$ cat config.mk
export PLATFORM = sky130hd
export DESIGN_NAME = uart_rx_flat
export DESIGN_NICKNAME = d
export VERILOG_FILES = /design/src/rtl/uart_pkg.sv /design/src/rtl/uart_rx_if.sv /design/src/rtl/uart_sync.sv /design/src/rtl/uart_rx.sv /design/src/flat_wrapper.sv
export SDC_FILE = /design/constraint.sdc
export NUM_CORES = 1
export LEC_CHECK = 0
export ABC_AREA = 0
export BUFFER_PORTS_ARGS = -buffer_cell sky130_fd_sc_hd__buf_2
export CAP_MARGIN = 5
export CORE_MARGIN = 2
export CORE_UTILIZATION = 38
export CTS_CLUSTER_SIZE = 24
export DETAILED_ROUTE_END_ITERATION = 10
export GPL_TIMING_DRIVEN = 0
export PLACE_DENSITY = 0.61
export SYNTH_ARGS = -nofsm -noshare
export SYNTH_HDL_FRONTEND = slang
export SYNTH_SLANG_ARGS = --single-unit
$ cat constraint.sdc
create_clock -name clk -period 3.2 [get_ports clk]
set_input_delay 0.48 -clock clk [delete_from_list [all_inputs] [get_ports clk]]
set_output_delay 0.48 -clock clk [all_outputs]
set_load 0.01 [all_outputs]
$ cat src/rtl/uart_pkg.sv
// Shared UART definitions: FSM state encodings, counter widths and the
// half-bit helper used by both the transmitter and the receiver.
package uart_pkg;

   localparam int BAUD_CNT_W = 13;
   localparam int BIT_CNT_W  = 3;
   localparam int STATE_W    = 3;

   typedef logic [BAUD_CNT_W-1:0] baud_cnt_t;
   typedef logic [BIT_CNT_W-1:0]  bit_cnt_t;
   typedef logic [STATE_W-1:0]    state_t;

   localparam state_t ST_IDLE    = 3'd0;
   localparam state_t ST_START   = 3'd1;
   localparam state_t ST_RX_B    = 3'd2;
   localparam state_t ST_STOP    = 3'd3;
   localparam state_t ST_WAIT_HI = 3'd4;

   localparam bit_cnt_t BIT_CNT_LAST = 3'd7;

   // Half a bit period, used to land the start-bit check at the bit centre.
   function automatic baud_cnt_t half_bit(input baud_cnt_t full);
      return {1'b0, full[BAUD_CNT_W-1:1]};
   endfunction

endpackage

$ cat src/rtl/uart_rx_if.sv
// Receive-side byte handshake between uart_rx (master) and its consumer (slave).
interface uart_rx_if;

   logic [7:0] rx_byte;
   logic       rx_byte_dv;
   logic       rx_byte_rd;
   logic       rx_overrun;
   logic       rx_frame_err;

   modport master (
      output rx_byte,
      output rx_byte_dv,
      output rx_overrun,
      output rx_frame_err,
      input  rx_byte_rd
   );

   modport slave (
      input  rx_byte,
      input  rx_byte_dv,
      input  rx_overrun,
      input  rx_frame_err,
      output rx_byte_rd
   );

endinterface

$ cat src/rtl/uart_sync.sv
// Multi-flop bit synchronizer with a configurable reset value.
module uart_sync #(
   parameter int   STAGES    = 2,
   parameter logic RESET_VAL = 1'b1
) (
   input  logic clk,
   input  logic rst,
   input  logic d,
   output logic q
);

   logic [STAGES-1:0] sync_r;

   // Shift the asynchronous input through the synchronizer chain.
   always_ff @(posedge clk) begin
      if (rst) begin
         sync_r <= {STAGES{RESET_VAL}};
      end else begin
         sync_r <= {sync_r[STAGES-2:0], d};
      end
   end

   assign q = sync_r[STAGES-1];

endmodule

$ cat src/rtl/uart_rx.sv
// UART receiver: 8N1, LSB first, centre sampling with a down-counter.
// Optional feature macro: UART_RX_FRAME_ERR_EN (enables the rx_frame_err pulse).
module uart_rx
   import uart_pkg::*;
#(
   parameter int SYNC_STAGES = 2
) (
   input  logic                  clk,
   input  logic                  rst,
   input  logic                  rxd,
   input  logic [BAUD_CNT_W-1:0] baud_clk_cnt,
   input  logic                  en,
   uart_rx_if.master             rx
);

`ifdef UART_RX_FRAME_ERR_EN
   localparam logic FRAME_ERR_EN = 1'b1;
`else
   localparam logic FRAME_ERR_EN = 1'b0;
`endif

   logic       clr_s;
   logic       rxd_s;
   state_t     state_r;
   baud_cnt_t  cnt_r;
   bit_cnt_t   bit_cnt_r;
   logic [7:0] shift_r;
   logic [7:0] rx_byte_r;
   logic       rx_byte_dv_r;
   logic       rx_overrun_r;
   logic       rx_frame_err_r;

   // Disabling the block is indistinguishable from holding it in reset.
   assign clr_s = rst | ~en;

   uart_sync #(
      .STAGES    (SYNC_STAGES),
      .RESET_VAL (1'b1)
   ) u_sync (
      .clk (clk),
      .rst (clr_s),
      .d   (rxd),
      .q   (rxd_s)
   );

   // Frame FSM, bit timing, shift register and the output byte handshake.
   always_ff @(posedge clk) begin
      if (clr_s) begin
         state_r        <= ST_IDLE;
         cnt_r          <= 13'd0;
         bit_cnt_r      <= 3'd0;
         shift_r        <= 8'h00;
         rx_byte_r      <= 8'h00;
         rx_byte_dv_r   <= 1'b0;
         rx_overrun_r   <= 1'b0;
         rx_frame_err_r <= 1'b0;
      end else begin
         rx_overrun_r   <= 1'b0;
         rx_frame_err_r <= 1'b0;
         if (rx_byte_rd_ok(rx.rx_byte_rd, rx_byte_dv_r)) begin
            rx_byte_dv_r <= 1'b0;
         end
         case (state_r)
            ST_IDLE: begin
               if (!rxd_s) begin
                  cnt_r   <= half_bit(baud_clk_cnt);
                  state_r <= ST_START;
               end
            end
            ST_START: begin
               if (cnt_r != 13'd0) begin
                  cnt_r <= cnt_r - 13'd1;
               end else if (!rxd_s) begin
                  cnt_r     <= baud_clk_cnt;
                  bit_cnt_r <= BIT_CNT_LAST;
                  state_r   <= ST_RX_B;
               end else begin
                  state_r <= ST_IDLE;
               end
            end
            ST_RX_B: begin
               if (cnt_r != 13'd0) begin
                  cnt_r <= cnt_r - 13'd1;
               end else begin
                  shift_r <= {rxd_s, shift_r[7:1]};
                  cnt_r   <= baud_clk_cnt;
                  if (bit_cnt_r != 3'd0) begin
                     bit_cnt_r <= bit_cnt_r - 3'd1;
                  end else begin
                     state_r <= ST_STOP;
                  end
               end
            end
            ST_STOP: begin
               if (cnt_r != 13'd0) begin
                  cnt_r <= cnt_r - 13'd1;
               end else if (rxd_s) begin
                  // A read in this very cycle hands over cleanly: no overrun.
                  rx_byte_r    <= shift_r;
                  rx_byte_dv_r <= 1'b1;
                  rx_overrun_r <= rx_byte_dv_r & ~rx.rx_byte_rd;
                  state_r      <= ST_IDLE;
               end else begin
                  rx_frame_err_r <= FRAME_ERR_EN;
                  state_r        <= ST_WAIT_HI;
               end
            end
            ST_WAIT_HI: begin
               if (rxd_s) begin
                  state_r <= ST_IDLE;
               end
            end
            default: begin
               state_r <= ST_IDLE;
            end
         endcase
      end
   end

   function automatic logic rx_byte_rd_ok(input logic rd, input logic dv);
      return rd & dv;
   endfunction

   assign rx.rx_byte      = rx_byte_r;
   assign rx.rx_byte_dv   = rx_byte_dv_r;
   assign rx.rx_overrun   = rx_overrun_r;
   assign rx.rx_frame_err = rx_frame_err_r;

endmodule

$ cat src/flat_wrapper.sv
// flat-port wrapper written by rule: the top's interface ports become plain ports
module uart_rx_flat import uart_pkg::*;
#(
   parameter int SYNC_STAGES = 2
)
  (clk, rst, rxd, baud_clk_cnt, en, rx_rx_byte, rx_rx_byte_dv, rx_rx_overrun, rx_rx_frame_err, rx_rx_byte_rd);
  uart_rx_if rx_i ();
  input  logic clk;
  input  logic rst;
  input  logic rxd;
  input  logic [BAUD_CNT_W-1:0] baud_clk_cnt;
  input  logic en;
  output wire logic [$bits(rx_i.rx_byte)-1:0] rx_rx_byte;
  output wire logic [$bits(rx_i.rx_byte_dv)-1:0] rx_rx_byte_dv;
  output wire logic [$bits(rx_i.rx_overrun)-1:0] rx_rx_overrun;
  output wire logic [$bits(rx_i.rx_frame_err)-1:0] rx_rx_frame_err;
  input wire logic [$bits(rx_i.rx_byte_rd)-1:0] rx_rx_byte_rd;
  assign rx_rx_byte = rx_i.rx_byte;
  assign rx_rx_byte_dv = rx_i.rx_byte_dv;
  assign rx_rx_overrun = rx_i.rx_overrun;
  assign rx_rx_frame_err = rx_i.rx_frame_err;
  assign rx_i.rx_byte_rd = rx_rx_byte_rd;
  uart_rx #(.SYNC_STAGES(SYNC_STAGES)) u_core (.clk(clk), .rst(rst), .rxd(rxd), .baud_clk_cnt(baud_clk_cnt), .en(en), .rx(rx_i));
endmodule
==> impl_metrics.tcl, run 1 <==
set metrics [dict create \
    crit-reg2reg-capture "u_core.shift_r[2]" \
    buffer_ports.inserted 27 \
    hold_viol_final 0 \
    floorplan_core_area_um2 5140 \
    worst_slack_after_detailed_placement_ps 466 \
    syn_area_per_cell_um2 8.43 \
    worst_ep_arrival_time_ps 2900 \
    maxCapViolations 0 \
    yosys_warnings 0 \
    grt_use_total_pct 16.8 \
    critical_path_depth 8 \
    timing.reg2reg.setup_slack_ps 470 \
    synthDistinctLibCells 48 \
    detailroute.via_count 1960 \
    drive_gt1_share_pct 16.7 \
    die-height_um 77.1 \
    cts.sink_count 39 \
    start_util_pct 39.5 \
    antenna_left 0 \
    drc 0 \
    placementRows 26 \
    final_nets 297 \
    synthCells 241 \
    setup.worst_path.end_class "register" \
    fp.dieW_um 77.1 \
    flow.area_growth_from_synthesis_pct 16.7 \
    peakVddDrop_mv 0.262 \
    clkTransAtPathRegs_ps 80 \
    worst_ep_required_time_ps 3370 \
    wl_um 5010 \
    worst-setup-path-type "register to register" \
    design.die.area_um2 5950 \
    first_pass_iteration_count_of_the_detailed_router 7 \
    setup.worst_path.end "u_core.shift_r[2]" \
    grt_first_pass_wirelength_um 8000 \
    finalWorstPathRequiredPeriod_ps 2730 \
    power_per_cell_area_nw_per_um2 406 \
    predominant_post_synthesis_flop_cell "sky130_fd_sc_hd__dfxtp_1" \
    rr_worst_depth 8 \
    async_flop_share_pct 0 \
    wl_per_cell_um 14.5 \
    clkLatencyLatePin_ps 300 \
    critPathMostFrequentCell "sky130_fd_sc_hd__nand2_1" \
    totalNegativeSetupSlack_ps 0 \
    drt-initial-drc-count 209 \
    critPathBufInv 2 \
    yosysSeqAreaShare_pct 38.4 \
    cts-root-buf "sky130_fd_sc_hd__clkbuf_8" \
    clock_tree_from_tritoncts "built" \
    hold_path.class "primary input to register" \
    critical_register_to_register_path_startpoint "u_core.cnt_r[0]" \
    mappedNetlistNets 263 \
    count_of_pins_on_the_block_boundary 29 \
    number_of_buffers_added_for_setup_after_cts 0 \
    fin_skew_ps 8.23 \
    holdPathStages 2 \
    max_stage_delay_ps 540 \
    via_count_of_the_first_global_routing_pass 1650 \
    cts_max_level 2 \
    worst-slew-pin-transition_ps 896 \
    startpoint_type "register" \
    final_cycle_share_pct 85.2 \
    ys_ff_latch 39 \
    hpwlAfterDp_um 3520 \
    max-slew-margin-rel_pct 39.8 \
    count_of_flip_flops_with_a_built_in_enable_after_synthesis 0 \
    final-max-slew-violation-count 0 \
    crit_chain "inv_1 > ha_1 > or4b_4 > nor4_2 > clkbuf_1 > nand2_1 > nand2_1 > a21oi_1" \
    timing.final.setup_violations 0 \
    grt_overflow_total 0 \
    crit_start "u_core.cnt_r[0]" \
    outcome "completed" \
    grt_setup_unrepaired "false" \
    initial_antenna_violation_count 0 \
    diodes 0 \
    fmax_ghz 0.367 \
    cts.path.max_buffers 2 \
    leakagePower_nw 0.857 \
    grt_start_max_net_pins 15 \
    globalplace.congestion 0.894 \
    final_critical_path_setup_slack_ps 472 \
    netlist_area_um2 2030 \
    cp_slowest_cell "sky130_fd_sc_hd__nor4_2" \
    critPathTopFamily "simple AND/OR/NAND/NOR gates" \
    postCtsResizedCells 0 \
    cts_hold_buffers 0 \
    cts_buffers 5 \
    critPathMaxFanout 10 \
    route.detailed.vias_per_inst 5.66 \
]
-- worst min-delay path by stage --
stage / startpoint / endpoint / slack [ps]
after floorplan: u_core.u_sync.sync_r[0] / u_core.u_sync.sync_r[1] / 390
after global placement: u_core.u_sync.sync_r[0] / u_core.u_sync.sync_r[1] / 390
after detailed placement: u_core.u_sync.sync_r[0] / u_core.u_sync.sync_r[1] / 390
after CTS: rxd / u_core.u_sync.sync_r[0] / 350
after global routing: rxd / u_core.u_sync.sync_r[0] / 360
final: rxd / u_core.u_sync.sync_r[0] / 350
-- registers in the layout, summed over array words and instances (netlist names) --
register / cells
u_core.rx.rx_byte_dv: 1
u_core.rx.rx_byte: 8
u_core.state_r: 3
u_core.rx.rx_overrun: 1
u_core.shift_r: 8
u_core.u_sync.sync_r: 2
u_core.cnt_r: 13
u_core.bit_cnt_r: 3
-- per-layer routing --
metal | vias to the layer above | global-route usage [%] | routed length [µm]
met2 | 72 | 24.7 | 2200
met1 | 908 | 24.1 | 2400
met4 | 0 | 6.61 | 91
met3 | 9 | 3.18 | 329
li1 | 971 | - | -
met5 | - | 0 | 0
-- area by class of cell --
type | count | area [µm²]
Timing Repair Buffer | 27 | 135
Fill cell | 529 | 2770
Clock buffer | 5 | 68.8
Inverter | 10 | 37.5
Buffer | 18 | 75.1
Clock inverter | 3 | 47.5
Multi-Input combinational cell | 174 | 1140
Tap cell | 70 | 87.6
Sequential cell | 39 | 781
-- where the power goes --
group,internal [W],switching (W)
sequential,0.000486,0.000000658
combinational,0.0000206,0.0000261
clock,0.000236,0.000194
total,0.000743,0.000221
-- logic make-up after synthesis --
family / after synthesis / share of synthesized area, %
and+or+nand+nor: 91 / 24.2
AOI/OAI and AO/OA: 67 / 23.8
DFF: 39 / 38.4
buffers and inverters: 28 / 5.54
muxes: 10 / 4.93
adders and majority gates: 4 / 2.46
other: 1 / 0.185
xor gates and xnor gates: 1 / 0.431
-- metrics by stage --
stage	instance area, µm²	std cells	total power, W	util [%]	hold slack, ps
floorplan	2030	241	0.000523	-	386
detailed placement	2250	338	0.000544	43.9	393
CTS	2370	346	0.000975	46.1	346
global route	2370	346	0.00100	46.1	358
finish	2370	346	0.000963	46.1	354
global placement	2250	338	0.000544	43.9	391
-- synthesized netlist by cell type (all sizes together), types with 3 or more instances --
| cell type | n | area (µm²) |
|---|---|---|
| nor4 | 3 | 25.0 |
| a221o | 5 | 50.1 |
| dfxtp | 39 | 781 |
| ha | 4 | 50.1 |
| nand2b | 3 | 18.8 |
| clkbuf | 13 | 48.8 |
| a311oi | 3 | 26.3 |
| inv | 10 | 37.5 |
| nor3 | 14 | 97.6 |
| mux2i | 10 | 100 |
| nand2 | 17 | 63.8 |
| or4 | 3 | 26.3 |
| nand3 | 10 | 50.1 |
| o21ai | 16 | 80.1 |
| nor2 | 27 | 101 |
| a21oi | 15 | 75.1 |
| a32o | 10 | 100 |
| a222oi | 4 | 40.0 |
| buf | 5 | 26.3 |
-- cell usage in the layout (no fill, tap or decap), types with 3 or more instances in the layout --
cell type,instances
sky130_fd_sc_hd__ha_1,4
sky130_fd_sc_hd__inv_1,10
sky130_fd_sc_hd__o21ai_0,15
sky130_fd_sc_hd__nor3_1,11
sky130_fd_sc_hd__a21oi_1,15
sky130_fd_sc_hd__nor2_1,27
sky130_fd_sc_hd__dfxtp_1,39
sky130_fd_sc_hd__buf_2,30
sky130_fd_sc_hd__mux2i_1,10
sky130_fd_sc_hd__a311oi_1,3
sky130_fd_sc_hd__a222oi_1,4
sky130_fd_sc_hd__clkbuf_8,5
sky130_fd_sc_hd__a32o_1,10
sky130_fd_sc_hd__a221o_1,5
sky130_fd_sc_hd__nand2_1,17
sky130_fd_sc_hd__nand2b_1,3
sky130_fd_sc_hd__clkbuf_1,13
sky130_fd_sc_hd__nand3_1,10
Note: power is estimated with default switching activity, not from simulation.
==> run 2: changes to the inputs <==
--- a/config.mk
+++ b/config.mk
@@ -13,7 +13,6 @@
 export CTS_CLUSTER_SIZE = 24
 export DETAILED_ROUTE_END_ITERATION = 10
 export GPL_TIMING_DRIVEN = 0
-export PLACE_DENSITY = 0.61
 export SYNTH_ARGS = -nofsm -noshare
 export SYNTH_HDL_FRONTEND = slang
 export SYNTH_SLANG_ARGS = --single-unit
==> run 2 against run 1 <==
Sequential cell count unchanged; first-iteration DRC count decreased by 36%; non-clock buffer count unchanged; clock-buffer cell count unchanged; cell count unchanged; critical path depth unchanged; wire length increased by 1.6%; fmax increased by 3.4%; power increased by 0.13%; sequential share of layout area unchanged; setup slack improved by 90 ps; critical path type unchanged.
==> impl_metrics.tcl, run 2 (same netlist as run 1, synthesis figures left out) <==
set metrics [dict create \
    worst-slew-pin-transition_ps 764 \
    critPathMaxFanout 10 \
    rr_worst_depth 8 \
    start_util_pct 39.5 \
    worst_ep_required_time_ps 3370 \
    postCtsResizedCells 0 \
    globalplace.congestion 0.881 \
    startpoint_type "register" \
    max-slew-margin-rel_pct 48.7 \
    cts_buffers 5 \
    number_of_buffers_added_for_setup_after_cts 0 \
    antenna_left 0 \
    outcome "completed" \
    power_per_cell_area_nw_per_um2 407 \
    hold_path.class "primary input to register" \
    detailroute.via_count 1912 \
    holdPathStages 2 \
    flow.area_growth_from_synthesis_pct 16.7 \
    mostFrequentLayoutCell "sky130_fd_sc_hd__dfxtp_1" \
    final-max-slew-violation-count 0 \
    worst-setup-path-type "register to register" \
    fmax_ghz 0.379 \
    grt_use_total_pct 17.2 \
    grt_start_max_net_pins 15 \
    final_cycle_share_pct 82.4 \
    peakVddDrop_mv 0.243 \
    hpwlAfterDp_um 3630 \
    cts_hold_buffers 0 \
    clkTransAtPathRegs_ps 80 \
    fp.dieW_um 77.1 \
    grt_overflow_total 0 \
    via_count_of_the_first_global_routing_pass 1687 \
    buffer_ports.inserted 27 \
    cts_max_level 2 \
    leakagePower_nw 0.857 \
    first_pass_iteration_count_of_the_detailed_router 4 \
    hold_viol_final 0 \
    clkLatencyLatePin_ps 300 \
    cts.path.max_buffers 2 \
    grt_setup_unrepaired "false" \
    most-common-layout-cells "sky130_fd_sc_hd__dfxtp_1, sky130_fd_sc_hd__buf_2, sky130_fd_sc_hd__nor2_1, sky130_fd_sc_hd__nand2_1" \
    setup.worst_path.end_class "register" \
    wl_per_cell_um 14.7 \
    drt-initial-drc-count 134 \
    fin_skew_ps 5.02 \
    design.die.area_um2 5950 \
    grt_first_pass_wirelength_um 8160 \
    drive_gt1_share_pct 16.7 \
    final_nets 297 \
    cts-root-buf "sky130_fd_sc_hd__clkbuf_8" \
    die-height_um 77.1 \
    route.detailed.vias_per_inst 5.53 \
    largest-register "u_core.cnt_r" \
    cts.sink_count 39 \
    finalWorstPathRequiredPeriod_ps 2640 \
    worst_ep_arrival_time_ps 2810 \
    diodes 0 \
    total_power_w 0.000964 \
    clock_tree_from_tritoncts "built" \
    drc 0 \
    largest_register_ffs 13 \
    floorplan_core_area_um2 5140 \
    wl_um 5090 \
    count_of_pins_on_the_block_boundary 29 \
    initial_antenna_violation_count 0 \
    timing.final.setup_violations 0 \
    final_util_pct 46.1 \
    nFillCells 545 \
    totalNegativeSetupSlack_ps 0 \
    maxCapViolations 0 \
    placementRows 26 \
]
## run 2: cell counts in the layout (fill, tap and decap cells not counted)
Identical to the previous run, type by type.
## run 2: final cells by class
class | count | area, µm² | area share, %
buffer | 18 | 75.1 | 3.17
clock buffer | 5 | 68.8 | 2.90
clock inverter | 3 | 47.5 | 2.01
inverter | 10 | 37.5 | 1.58
multi-input combinational | 174 | 1140 | 48.0
sequential | 39 | 781 | 32.9
tap | 70 | 87.6 | 3.69
timing repair buffer | 27 | 135 | 5.70
## run 2: per-layer routing
layer | wire (µm) | share of wire, % | global-route usage, % | vias to the layer above
met4 | 112 | 2.2 | 6.96 | 0
met2 | 2250 | 44 | 25.5 | 58
li1 | - | - | - | 964
met3 | 286 | 5.6 | 3.41 | 11
met5 | 0 | 0 | 0 | -
met1 | 2440 | 48 | 24.4 | 879
## run 2: worst paths after layout
| kind | to | slack (ps) | start |
|---|---|---|---|
| setup / recovery | u_core.shift_r[2] | 560 | u_core.cnt_r[0] |
| hold reg to reg | u_core.u_sync.sync_r[1] | 410 | u_core.u_sync.sync_r[0] |
| setup reg to reg | u_core.shift_r[2] | 560 | u_core.cnt_r[0] |
| hold / removal | u_core.u_sync.sync_r[0] | 360 | rxd |
## run 2: where the power goes
group	total (W)	internal (W)	switching, W	leakage, nW
sequential	0.000486	0.000486	0.000000690	0.314
clock	0.000431	0.000236	0.000195	0.0587
combinational	0.0000469	0.0000206	0.0000263	0.484
total	0.000964	0.000743	0.000222	0.857
## run 2: critical path, stage by stage, from the launching register on
cell and delay (ps):
sky130_fd_sc_hd__dfxtp_1 340, sky130_fd_sc_hd__inv_1 110, sky130_fd_sc_hd__ha_1 170, sky130_fd_sc_hd__or4b_4 500, sky130_fd_sc_hd__nor4_2 520, sky130_fd_sc_hd__clkbuf_1 370, sky130_fd_sc_hd__nand2_1 290, sky130_fd_sc_hd__nand2_1 150
sky130_fd_sc_hd__a21oi_1 70
## run 2: stage by stage
| step | cell area [µm²] | setup slack, ps | hold WS [ps] | instances |
|---|---|---|---|---|
| CTS | 2370 | 513 | 349 | 346 |
| global route | 2370 | 320 | 351 | 346 |
| finish | 2370 | 562 | 359 | 346 |
| global placement | 2250 | 572 | 388 | 338 |
| detailed placement | 2250 | 536 | 392 | 338 |
| floorplan | 2030 | 967 | 386 | 241 |
